===== src/rtl/nibble_splitter_pkg.sv =====
// -----------------------------------------------------------------------------
// splitter_pkg
// Shared definitions for the nibble_splitter slice:
//   state_t     - two-state FSM encoding (ST_IDLE=0, ST_SEND=1)
//   clog2_min1  - ceiling log2 with a floor of 1 (index width helper)
//   num_parts   - number of PART_W slices in a WORD_W word
// Ports: none (package).
// Configuration macro used elsewhere in the slice: SPLIT_LSB_FIRST_EN.
// -----------------------------------------------------------------------------
package splitter_pkg;

    localparam int unsigned DEF_WORD_W = 8;
    localparam int unsigned DEF_PART_W = 4;

    typedef enum logic {
        ST_IDLE = 1'b0,
        ST_SEND = 1'b1
    } state_t;

    // An index of a single slot still needs one bit of storage.
    function automatic int unsigned clog2_min1(input int unsigned n);
        int unsigned r;
        r = 0;
        for (int unsigned i = 0; i < 31; i++) begin
            if ((32'd1 << i) < n) begin
                r = i + 1;
            end
        end
        return (r == 0) ? 1 : r;
    endfunction

    function automatic int unsigned num_parts(input int unsigned word_w,
                                              input int unsigned part_w);
        return word_w / part_w;
    endfunction

endpackage


===== src/rtl/nibble_splitter_if.sv =====
// -----------------------------------------------------------------------------
// nibble_splitter_if
// Bundles both handshakes of the splitter.
//   in_valid/in_ready/in_data            word side (producer -> splitter)
//   out_valid/out_ready/out_data/
//   out_idx/out_last                     slice side (splitter -> consumer)
// Modports:
//   slave  - the splitter itself
//   master - the environment (producer + consumer)
// Parameters: WORD_W (word width), PART_W (slice width).
// -----------------------------------------------------------------------------
interface nibble_splitter_if #(
    parameter int unsigned WORD_W = 8,
    parameter int unsigned PART_W = 4
);
    import splitter_pkg::*;

    localparam int unsigned IDX_W = clog2_min1(num_parts(WORD_W, PART_W));

    logic              in_valid;
    logic              in_ready;
    logic [WORD_W-1:0] in_data;
    logic              out_valid;
    logic              out_ready;
    logic [PART_W-1:0] out_data;
    logic [IDX_W-1:0]  out_idx;
    logic              out_last;

    modport slave (
        input  in_valid, in_data, out_ready,
        output in_ready, out_valid, out_data, out_idx, out_last
    );

    modport master (
        output in_valid, in_data, out_ready,
        input  in_ready, out_valid, out_data, out_idx, out_last
    );

endinterface


===== src/rtl/nibble_splitter_part_counter.sv =====
// -----------------------------------------------------------------------------
// part_counter
// Modulo-NUM_PARTS slice index counter.
//   clk, rst  clock, synchronous active-high reset
//   clr       force count to 0 (new word latched)
//   inc       advance by one, wrapping after NUM_PARTS-1
//   count     current index
//   last      count == NUM_PARTS-1
// -----------------------------------------------------------------------------
module part_counter #(
    parameter int unsigned NUM_PARTS = 2,
    parameter int unsigned IDX_W     = 1
) (
    input  logic             clk,
    input  logic             rst,
    input  logic             clr,
    input  logic             inc,
    output logic [IDX_W-1:0] count,
    output logic             last
);

    assign last = (count == IDX_W'(NUM_PARTS - 1));

    always_ff @(posedge clk) begin
        if (rst || clr) begin
            count <= '0;
        end else if (inc) begin
            count <= last ? '0 : count + 1'b1;
        end
    end

endmodule


===== src/rtl/nibble_splitter.sv =====
// -----------------------------------------------------------------------------
// nibble_splitter
// Accepts one WORD_W word over a valid/ready handshake and emits it as
// NUM_PARTS = WORD_W/PART_W slices, one per accepted output beat. One word is
// buffered; the next word may be latched on the final slice's handshake so
// back-to-back words stream without a bubble.
// Ports:
//   clk   clock (posedge)
//   rst   synchronous active-high reset
//   bus   nibble_splitter_if.slave: in_valid/in_ready/in_data,
//         out_valid/out_ready/out_data/out_idx/out_last
// Configuration:
//   SPLIT_LSB_FIRST_EN defined   -> slice k = word[k*PART_W +: PART_W]
//   SPLIT_LSB_FIRST_EN undefined -> slice k = word[WORD_W-1-k*PART_W -: PART_W]
// -----------------------------------------------------------------------------
module nibble_splitter
    import splitter_pkg::*;
#(
    parameter int unsigned WORD_W = DEF_WORD_W,
    parameter int unsigned PART_W = DEF_PART_W
) (
    input  logic              clk,
    input  logic              rst,
    nibble_splitter_if.slave  bus
);

    localparam int unsigned NUM_PARTS = num_parts(WORD_W, PART_W);
    localparam int unsigned IDX_W     = clog2_min1(NUM_PARTS);

    generate
        if ((WORD_W % PART_W) != 0 || WORD_W < 2 * PART_W) begin : g_bad_params
            $error("nibble_splitter: WORD_W must be a multiple of PART_W and >= 2*PART_W");
        end
    endgenerate

    state_t            state_q;
    state_t            state_d;
    logic [WORD_W-1:0] word_q;
    logic [IDX_W-1:0]  idx;
    logic              idx_last;
    logic              slice_done;
    logic              accept;

    // Output beat handshake; only meaningful while a word is being sent.
    assign slice_done = (state_q == ST_SEND) && bus.out_ready;

    // The buffer frees up either when idle or on the final slice's handshake,
    // which is what lets a new word land in the same cycle with no bubble.
    assign bus.in_ready = !rst && ((state_q == ST_IDLE) || (slice_done && idx_last));
    assign accept       = bus.in_valid && bus.in_ready;

    always_ff @(posedge clk) begin
        if (rst) begin
            state_q <= ST_IDLE;
        end else begin
            state_q <= state_d;
        end
    end

    always_comb begin
        state_d = state_q;
        case (state_q)
            ST_IDLE: begin
                if (bus.in_valid) begin
                    state_d = ST_SEND;
                end
            end
            ST_SEND: begin
                if (slice_done && idx_last && !bus.in_valid) begin
                    state_d = ST_IDLE;
                end
            end
            default: state_d = ST_IDLE;
        endcase
    end

    always_ff @(posedge clk) begin
        if (rst) begin
            word_q <= '0;
        end else if (accept) begin
            word_q <= bus.in_data;
        end
    end

    part_counter #(
        .NUM_PARTS (NUM_PARTS),
        .IDX_W     (IDX_W)
    ) u_idx (
        .clk   (clk),
        .rst   (rst),
        .clr   (accept),
        .inc   (slice_done && !idx_last),
        .count (idx),
        .last  (idx_last)
    );

    // Outputs are forced to zero outside SEND so the idle bus is quiet.
    always_comb begin
        bus.out_valid = 1'b0;
        bus.out_data  = '0;
        bus.out_idx   = '0;
        bus.out_last  = 1'b0;
        if (state_q == ST_SEND) begin
            bus.out_valid = 1'b1;
            bus.out_idx   = idx;
            bus.out_last  = idx_last;
            for (int unsigned k = 0; k < NUM_PARTS; k++) begin
                if (idx == IDX_W'(k)) begin
`ifdef SPLIT_LSB_FIRST_EN
                    bus.out_data = word_q[k*PART_W +: PART_W];
`else
                    bus.out_data = word_q[WORD_W-1-k*PART_W -: PART_W];
`endif
                end
            end
        end
    end

endmodule


===== src/flat_wrapper.sv =====
// flat-port wrapper written by rule: the top's interface ports become plain ports
module nibble_splitter_flat import splitter_pkg::*;
#(
    parameter int unsigned WORD_W = DEF_WORD_W,
    parameter int unsigned PART_W = DEF_PART_W
)
  (clk, rst, bus_in_valid, bus_in_data, bus_out_ready, bus_in_ready, bus_out_valid, bus_out_data, bus_out_idx, bus_out_last);
  nibble_splitter_if #(.WORD_W(WORD_W), .PART_W(PART_W)) bus_i ();
  input  logic clk;
  input  logic rst;
  input wire logic [$bits(bus_i.in_valid)-1:0] bus_in_valid;
  input wire logic [$bits(bus_i.in_data)-1:0] bus_in_data;
  input wire logic [$bits(bus_i.out_ready)-1:0] bus_out_ready;
  output wire logic [$bits(bus_i.in_ready)-1:0] bus_in_ready;
  output wire logic [$bits(bus_i.out_valid)-1:0] bus_out_valid;
  output wire logic [$bits(bus_i.out_data)-1:0] bus_out_data;
  output wire logic [$bits(bus_i.out_idx)-1:0] bus_out_idx;
  output wire logic [$bits(bus_i.out_last)-1:0] bus_out_last;
  assign bus_i.in_valid = bus_in_valid;
  assign bus_i.in_data = bus_in_data;
  assign bus_i.out_ready = bus_out_ready;
  assign bus_in_ready = bus_i.in_ready;
  assign bus_out_valid = bus_i.out_valid;
  assign bus_out_data = bus_i.out_data;
  assign bus_out_idx = bus_i.out_idx;
  assign bus_out_last = bus_i.out_last;
  nibble_splitter #(.WORD_W(WORD_W), .PART_W(PART_W)) u_core (.clk(clk), .rst(rst), .bus(bus_i));
endmodule

===== config.mk =====
export PLATFORM = sky130hd
export DESIGN_NAME = nibble_splitter_flat
export DESIGN_NICKNAME = d
export VERILOG_FILES = /design/src/rtl/nibble_splitter_pkg.sv /design/src/rtl/nibble_splitter_if.sv /design/src/rtl/nibble_splitter_part_counter.sv /design/src/rtl/nibble_splitter.sv /design/src/flat_wrapper.sv
export SDC_FILE = /design/constraint.sdc
export NUM_CORES = 1
export LEC_CHECK = 0
export CELL_PAD_IN_SITES_DETAIL_PLACEMENT = 2
export CELL_PAD_IN_SITES_GLOBAL_PLACEMENT = 2
export CORE_MARGIN = 2
export CORE_UTILIZATION = 22
export CTS_CLUSTER_SIZE = 24
export DETAILED_ROUTE_END_ITERATION = 10
export GPL_TIMING_DRIVEN = 0
export PLACE_DENSITY_LB_ADDON = 0.1
export SETUP_SLACK_MARGIN = 0.4
export SLEW_MARGIN = 20
export SYNTH_ARGS = -nofsm -noshare
export SYNTH_HDL_FRONTEND = slang
export SYNTH_SLANG_ARGS = --single-unit

===== constraint.sdc =====
create_clock -name clk -period 1.3 [get_ports clk]
set_input_delay 0.39 -clock clk [delete_from_list [all_inputs] [get_ports clk]]
set_output_delay 0.39 -clock clk [all_outputs]
set_load 0.05 [all_outputs]

---- Word level (Yosys, flattened, before mapping) ----
Index checks and enable logic that the tools add are counted.
word-level totals
  register bits after elaboration ......... 10
  input bits .............................. 12
  output and inout bits ................... 8
  word-level logic and storage cells ...... 24
operators by class
  add/sub/neg operators ................... 1
  multiplexer cells ....................... 8
  bitwise gates (word level) .............. 1
  reduce and logical (&&, ||, !) cells .... 11
operators by type and width
  operator             count
  $mux 4               2
  $logic_and 1x1->1    6
  $mux 1               5
  $logic_not 1->1      3
  $logic_or 1x1->1     2
  $pmux 1 s2           1
  $add 1x1->1 const B  1
  $not 1->1            1

---- Longest topological paths before layout ----
Gate-level depths: netlist (run 1).
  depth in word-level cells ............... 6
  mapped depth ............................ 4
  mapped depth without buffers ............ 3

---- Modules after synthesis ----
Synthesis (run 1) repeated with hierarchy kept, for this count alone.
unflattened totals
  cell total of the unflattened synthesis .. 48
  area total of the unflattened synthesis .. 545.5 um^2
by module, submodules not included
  module           instances  cells each  area an instance (um^2)  seq. area each (um^2)
  nibble_splitter  1          44          499.2                    180.2
  part_counter     1          4           46.3                     20.0

---- Worst setup path after synthesis (run 1) ----
No wires, ideal clock.
  path type ............................... flip-flop to output port
  start ................................... reg u_core.state_q
  end ..................................... out bus_out_data[0]
  arrival time ............................ 1484 ps
  data required time ...................... 910 ps
  path slack .............................. -574 ps
  stages on the path, launching flop included .. 2
  buffers on the path ..................... 0
  cell sequence ........................... dfxtp_1 > nor2b_1
on the way
  word-level cells in the longest chain between the ends .. 1
ends and longest elaborated chain
  element                   RTL line                RTL
  start: declaration        nibble_splitter.sv:36   state_t state_q;
  start signal: assignment  nibble_splitter.sv:56   state_q <= state_d;
  $mux 4                    nibble_splitter.sv:103  if (state_q == ST_SEND) begin
  end: declaration          flat_wrapper.sv:16      output wire logic [$bits(bus_i.out_data)-1:0] bus_out_data;
No other way between the ends.

---- Worst setup path in the final report (run 1) ----
  start ................................... reg u_core.u_idx.count
  end ..................................... out bus_out_data[1]
on the way
  word-level cells in the longest chain between the ends .. 2
ends and longest elaborated chain
  element                   RTL line                            RTL
  start: declaration        nibble_splitter_part_counter.sv:18  output logic [IDX_W-1:0] count,
  start signal: assignment  nibble_splitter_part_counter.sv:28  count <= last ? '0 : count + 1'b1;
  $mux 4                    nibble_splitter.sv:108              if (idx == IDX_W'(k)) begin
  $mux 4                    nibble_splitter.sv:103
No other way between the ends.

==> results.yml, run 1 <==
grt:
  grt_usage: 0.1147
  grt_pass1_wl_um: 2290
  grt_max_degree: 11
  grt_pass1_vias: 489
  antenna_found_initial: 0
  overflow: 0
sta:
  maxSlewHeadroom: 0.8545
  hold_viol_final: 0
  min_period_ns: 1.603
  min_period_over_period: 1.233
  finClkSkew_ns: 0.006289
  drv_slew: 0
  fmax_mhz: 623.9
  setup_viol: 15
  worst_slew_pin_slew_ns: 0.2178
  whs_ns: 0.5324
  grt_setup_unrepaired: "yes"
  setup_ws_ns: -0.3028
logic_synthesis:
  yosysMostFrequentCell: "dfxtp_1"
  synth-edff-count: 0
  synth_cells: 48
  synth_nets: 60
  yosys.area_share.simple: 0.2678
  syn_area_um2: 528.0
  ys_ff_latch: 10
  yosysTopAreaCell: "dfxtp_1"
  synthMuxAreaShare: 0.2464
  yosysUniqueCellTypes: 17
  synth_ff_type: "dfxtp_1"
  synth_compound_area_frac: 0.05450
  synth_top_family_by_area: "simple AND/OR/NAND/NOR gates"
  ys_seq_area_frac: 0.3791
  synth.top_cell.area_share: 0.3791
  synthTopCellsByCount: "dfxtp_1 (10), mux2_2 (8), and2b_2 (6), nor2b_1 (5), mux2i_1 (4)"
  synthAdderAreaFrac: 0
  syn_area_per_cell_um2: 11.00
  synth_xor_area_frac: 0
  synthArstFlopShare: 0
  yosys-top-cells-area: "dfxtp_1 (38%), mux2_2 (17%), and2b_2 (10%)"
  yosysWarnings: 0
layout:
  drive_gt1_frac: 0.6410
  fillers: 236
  finalNetCount: 91
  stdcell_area_mm2: 0.001022
  synthToLayoutAreaGrowth_pct: 93.60
  antenna_cells: 0
routing:
  drc: 0
  num_vias: 448
  drtIter0Drc: 0
  wire_per_inst_um: 13.67
  drtPass1Iterations: 1
  drt.antenna.violating_nets: 0
  via_per_inst: 4.226
  routed_wl_um: 1449
clock_tree:
  cts_hold_buf: 0
  clockRootBuffer: "clkbuf_4"
  clk_pin_slew_ns: 0.08
  cts_tree: "built"
  clock_path_buffers: 2
  cts_buffers: 3
  htreeDepth: 1
  clock_latency_ns: 0.26
  cts_sinks: 10
job:
  drv_cap: 0
worst_setup_path:
  cp_slowest_stage_delay_ns: 0.35
  critical_path.slowest_cell: "dfxtp_2"
  cp_top_family: "flip-flops"
  arrival_ns: 1.21
  crit_buf_inv: 2
  worstPathRequired_ns: 0.91
  end_kind: "output port"
  critical_path_class: "flop to output port"
  startpoint_type: "flop"
  cp_cell_sequence: "buf_12 > mux2i_4 > nor2b_4 > buf_6"
  cp_max_fo: 8
status:
  violations: "negative setup slack"
  outcome: "finished with violations"
place:
  dpl-instance-area_um2: 803.3
  hpwl_um: 905.7
  gp_congestion: 0.6120
  portBuffers: 19
floorplan:
  die_area_mm2: 0.002808
  start_util: 0.2364
  die_x_um: 52.99
  core_area_mm2: 0.002233
  die_y_um: 52.99
  ios: 20
  rows: 17
power:
  peakVddDrop_mv: 0.4576
  p_leak_uw: 0.0004288
  powerDensity_mw_per_mm2: 840.7
hold_path:
  min_path_type: "primary input to flop"
-- placed cells by master (no fill, tap or decap) --
cell type        count
mux2_4               8
clkdlybuf4s50_1      8
buf_6                8
dfxtp_1              8
and2b_2              6
mux2i_4              4
nor2b_4              4
buf_8                4
clkbuf_4             3
dlygate4sd2_1        3
buf_4                3
buf_12               2
and2b_1              2
nor2_1               2
clkbuf_8             1
a21boi_4             1
nor2_4               1
and2_4               1
inv_2                1
nor3_4               1
nor2b_1              1
o21ai_0              1
nand3b_1             1
a21oi_1              1
clkbuf_1             1
dfxtp_4              1
dfxtp_2              1
-- repair_timing --
action,CTS,global route
resized for setup,86,1
hold endpoints to repair,0,0
pin swaps,2,3
buffers inserted,6,1
endpoints found under the setup margin,18,18
-- power by group --
group	internal, µW	total, µW	leakage (µW)	switching (µW)
clock	118	231	0.0000150	112
sequential	329	351	0.0000834	22.6
combinational	165	277	0.000330	113
-- sequential cells by signal, indices dropped and copies added, names as in the netlist --
| signal | flops |
|---|---|
| u_core.state_q | 1 |
| u_core.u_idx.count | 1 |
| u_core.word_q | 8 |
-- stage by stage --
step	total power, µW	util	instances	worst slack, ns	TNS [ns]
floorplan	476.9	-	48	-0.02071	-0.1656
detailed placement	551.2	0.3597	95	-1.158	-10.25
CTS	856.0	0.4471	105	-0.3094	-2.400
finish	859.4	0.4577	106	-0.3028	-2.981
global placement	548.6	0.3597	95	-1.152	-10.17
global route	906.8	0.4577	106	-0.3486	-3.833
-- metal layers --
layer / vias up / routed length (µm) / share of wire / track usage
met5: - / 0 / 0 / 0
met4: 0 / 6 / 0.0041 / 0.02564
met3: 2 / 64 / 0.044 / 0.01695
met2: 12 / 736 / 0.51 / 0.2104
met1: 214 / 641 / 0.44 / 0.1392
li1: 220 / - / - / -
-- layout make-up --
cell class | count | area (µm²) | area share
multi-input combinational | 34 | 419.2 | 0.4100
timing repair buffer | 26 | 284.0 | 0.2778
tap | 28 | 35.03 | 0.03427
buffer | 3 | 48.80 | 0.04774
inverter | 1 | 3.754 | 0.003672
clock buffer | 4 | 26.28 | 0.02570
sequential | 10 | 205.2 | 0.2007
-- kinds of logic after synthesis --
group                  count (synthesis)
AOI/OAI and AO/OA                      3
and+or+nand+nor                       19
buffers and inverters                  4
DFF                                   10
muxes                                 12
-- path summary, 6_finish.rpt --
path	endpoint	depth (start not counted)	from	slack (ns)
worst max-delay path	bus_out_data[1]	4	u_core.u_idx.count	-0.30
worst min-delay path	u_core.state_q	3	bus_in_valid	0.53
worst max register to register	u_core.word_q[5]	6	u_core.u_idx.count	-0.16
worst min register to register	u_core.word_q[2]	2	u_core.word_q[2]	0.66
-- worst min-delay path: cells and delay by family --
| family | cells | cell delay (ns) |
|---|---|---|
| buffers and inverters | 1 | 0.24 |
| and+or+nand+nor | 2 | 0.13 |
No activity file was read; power rests on OpenSTA's default activity.
==> run 2: changes to the inputs <==
--- a/config.mk
+++ b/config.mk
@@ -12,6 +12,7 @@
 export CTS_CLUSTER_SIZE = 24
 export DETAILED_ROUTE_END_ITERATION = 10
 export GPL_TIMING_DRIVEN = 0
+export HOLD_SLACK_MARGIN = 0.02
 export PLACE_DENSITY_LB_ADDON = 0.1
 export SETUP_SLACK_MARGIN = 0.4
 export SLEW_MARGIN = 20
==> results of run 2 <==
No change in the layout: final DEF, timing and power equal those of run 1.
==> run 3: changes to the inputs <==
--- a/config.mk
+++ b/config.mk
@@ -15,6 +15,7 @@
 export HOLD_SLACK_MARGIN = 0.02
 export PLACE_DENSITY_LB_ADDON = 0.1
 export SETUP_SLACK_MARGIN = 0.4
+export SKIP_CTS_REPAIR_TIMING = 1
 export SLEW_MARGIN = 20
 export SYNTH_ARGS = -nofsm -noshare
 export SYNTH_HDL_FRONTEND = slang
==> constraint.sdc (replaced) <==
create_clock -name clk -period 1.3 [get_ports clk]
set_input_delay 0.195 -clock clk [delete_from_list [all_inputs] [get_ports clk]]
set_output_delay 0.195 -clock clk [all_outputs]
set_load 0.05 [all_outputs]
==> run 3 against run 2 <==
The flow still finishes with violations (negative setup slack). Largest cell class unchanged. Die area did not move. Via count fell by 1.6%. Combinational power fell by 15%. Final cell count fell by 2.8%. Clock skew fell by 0.00081 ns. First-iteration DRC count rose by 1.
==> results.yml, run 3 (synthesis gave the netlist of run 1 again) <==
worst_setup_path:
  arrival_ns: 1.19
  reg2reg_from: "u_core.u_idx.count"
  end_kind: "output port"
  critical_path_class: "flop to output port"
  ff2ff_setup_slack_ns: -0.06
  worstPathRequired_ns: 1.11
  startpoint_type: "flop"
  r2r_cells: 5
  cp_max_fo: 8
  timing.rr.end: "u_core.word_q[3]"
power:
  peakVddDrop_mv: 0.5261
  powerDensity_mw_per_mm2: 922.4
  total_power_uw: 856.3
  p_leak_uw: 0.0004022
hold_path:
  min_path_type: "primary input to flop"
  hold-path-endpoint: "u_core.u_idx.count"
  min_from: "bus_out_ready"
  holdPathStages: 3
routing:
  wirelength_met1_um: 511
  routed_wl_um: 1300
  drt.antenna.violating_nets: 0
  wl_met2_um: 716
  drc: 0
  top_layer: "met3"
  drtPass1Iterations: 4
  num_vias: 441
  wire_per_inst_um: 12.62
  met3_length_um: 72
  drtIter0Drc: 1
  via_per_inst: 4.282
layout:
  finalNetCount: 88
  stdcell_area_um2: 928.4
  regMostFlops: "u_core.word_q"
  antenna_cells: 0
  drive_gt1_frac: 0.6267
  largest_reg_flops: 8
  final_common_cell: "clkdlybuf4s50_1"
  layout_common_cells: "clkdlybuf4s50_1 (10), mux2_4 (8), buf_6 (8), dfxtp_1 (8), and2b_2 (6)"
  synthToLayoutAreaGrowth_pct: 75.83
  top_regs: "u_core.word_q: 8 flops, u_core.state_q: 1 flops, u_core.u_idx.count: 1 flops"
place:
  portBuffers: 19
  hpwl_um: 909
  gp_congestion: 0.6493
  dpl-instance-area_um2: 774.5
sta:
  grt_setup_unrepaired: "yes"
  fmax_mhz: 722.1
  maxSlewHeadroom: 0.8668
  drv_slew: 0
  setup_ws_ns: -0.08492
  hold_viol_final: 0
  min_period_ns: 1.385
  min_period_over_period: 1.065
  setup_viol: 12
  finClkSkew_ns: 0.005482
  worst_slew_pin_slew_ns: 0.1992
floorplan:
  start_util: 0.2364
  die_x_um: 52.99
  ios: 20
  die_area_mm2: 0.002808
  core_area_mm2: 0.002233
  die_y_um: 52.99
  rows: 17
grt:
  grt_pass1_wl_um: 2014
  grt_pass1_vias: 448
  grt_usage: 0.1034
  grt_max_degree: 11
  overflow: 0
  antenna_found_initial: 0
status:
  violations: "negative setup slack"
  outcome: "finished with violations"
clock_tree:
  clock_path_buffers: 2
  htreeDepth: 1
  cts_tree: "built"
  clock_latency_ns: 0.26
  cts_buffers: 3
  clockRootBuffer: "clkbuf_4"
  cts_sinks: 10
  clk_pin_slew_ns: 0.06
job:
  drv_cap: 0
## run 3: cell count changes in the layout (fill, tap and decap cells not counted), sizes merged
cell,delta
dlygate4sd2,-3
clkbuf,-1
buf,-2
dlymetal6s2s,+1
clkdlybuf4s50,+2
## run 3: layout make-up
cell class                      count  area, µm²
Fill cell                         239       1305
Multi-Input combinational cell     34      370.4
Buffer                              3      30.03
Timing Repair Buffer               23      247.7
Inverter                            1      3.754
Sequential cell                    10      205.2
Clock buffer                        4      36.28
Tap cell                           28      35.03
## run 3: through the flow
step | utilization | TNS [ns] | std cells | setup slack [ns] | hold WS [ns]
CTS | 0.3630 | -6.256 | 99 | -0.7412 | 0.5249
floorplan | - | -0.06734 | 48 | -0.008418 | 0.3144
detailed placement | 0.3468 | -6.503 | 95 | -0.7350 | 0.5636
global placement | 0.3468 | -6.336 | 95 | -0.7484 | 0.5726
finish | 0.4157 | -0.6739 | 103 | -0.08492 | 0.3008
global route | 0.4157 | -1.423 | 103 | -0.1353 | 0.3024
## run 3: power breakdown
group	total (µW)	leakage, µW	internal (µW)	switching (µW)
combinational	236	0.000298	136	99.9
sequential	346	0.0000834	329	16.6
clock	275	0.0000210	170	105
## run 3: worst max path at each step
stage	slack [ns]	depth (start not counted)	endpoint	start
CTS	-0.74	4	bus_in_ready	rst
detailed placement	-0.73	4	bus_in_ready	rst
global placement	-0.75	4	bus_in_ready	rst
global route	-0.14	4	bus_out_last	u_core.u_idx.count
finish	-0.08	4	bus_out_last	u_core.u_idx.count
floorplan	-0.008	3	u_core.word_q[0]	u_core.state_q
## run 3: layer usage
metal  global-route usage  vias to the layer above
met4              0.01282                        0
met3              0.05085                        0
li1                     -                      211
met2               0.1917                       14
met1               0.1063                      216
met5                    0                        -
## run 3: worst max-delay path, cell delays in order (launching register included)
cell,delay (ns)
dfxtp_2,0.32
buf_8,0.14
and2_2,0.19
buf_4,0.14
buf_6,0.14
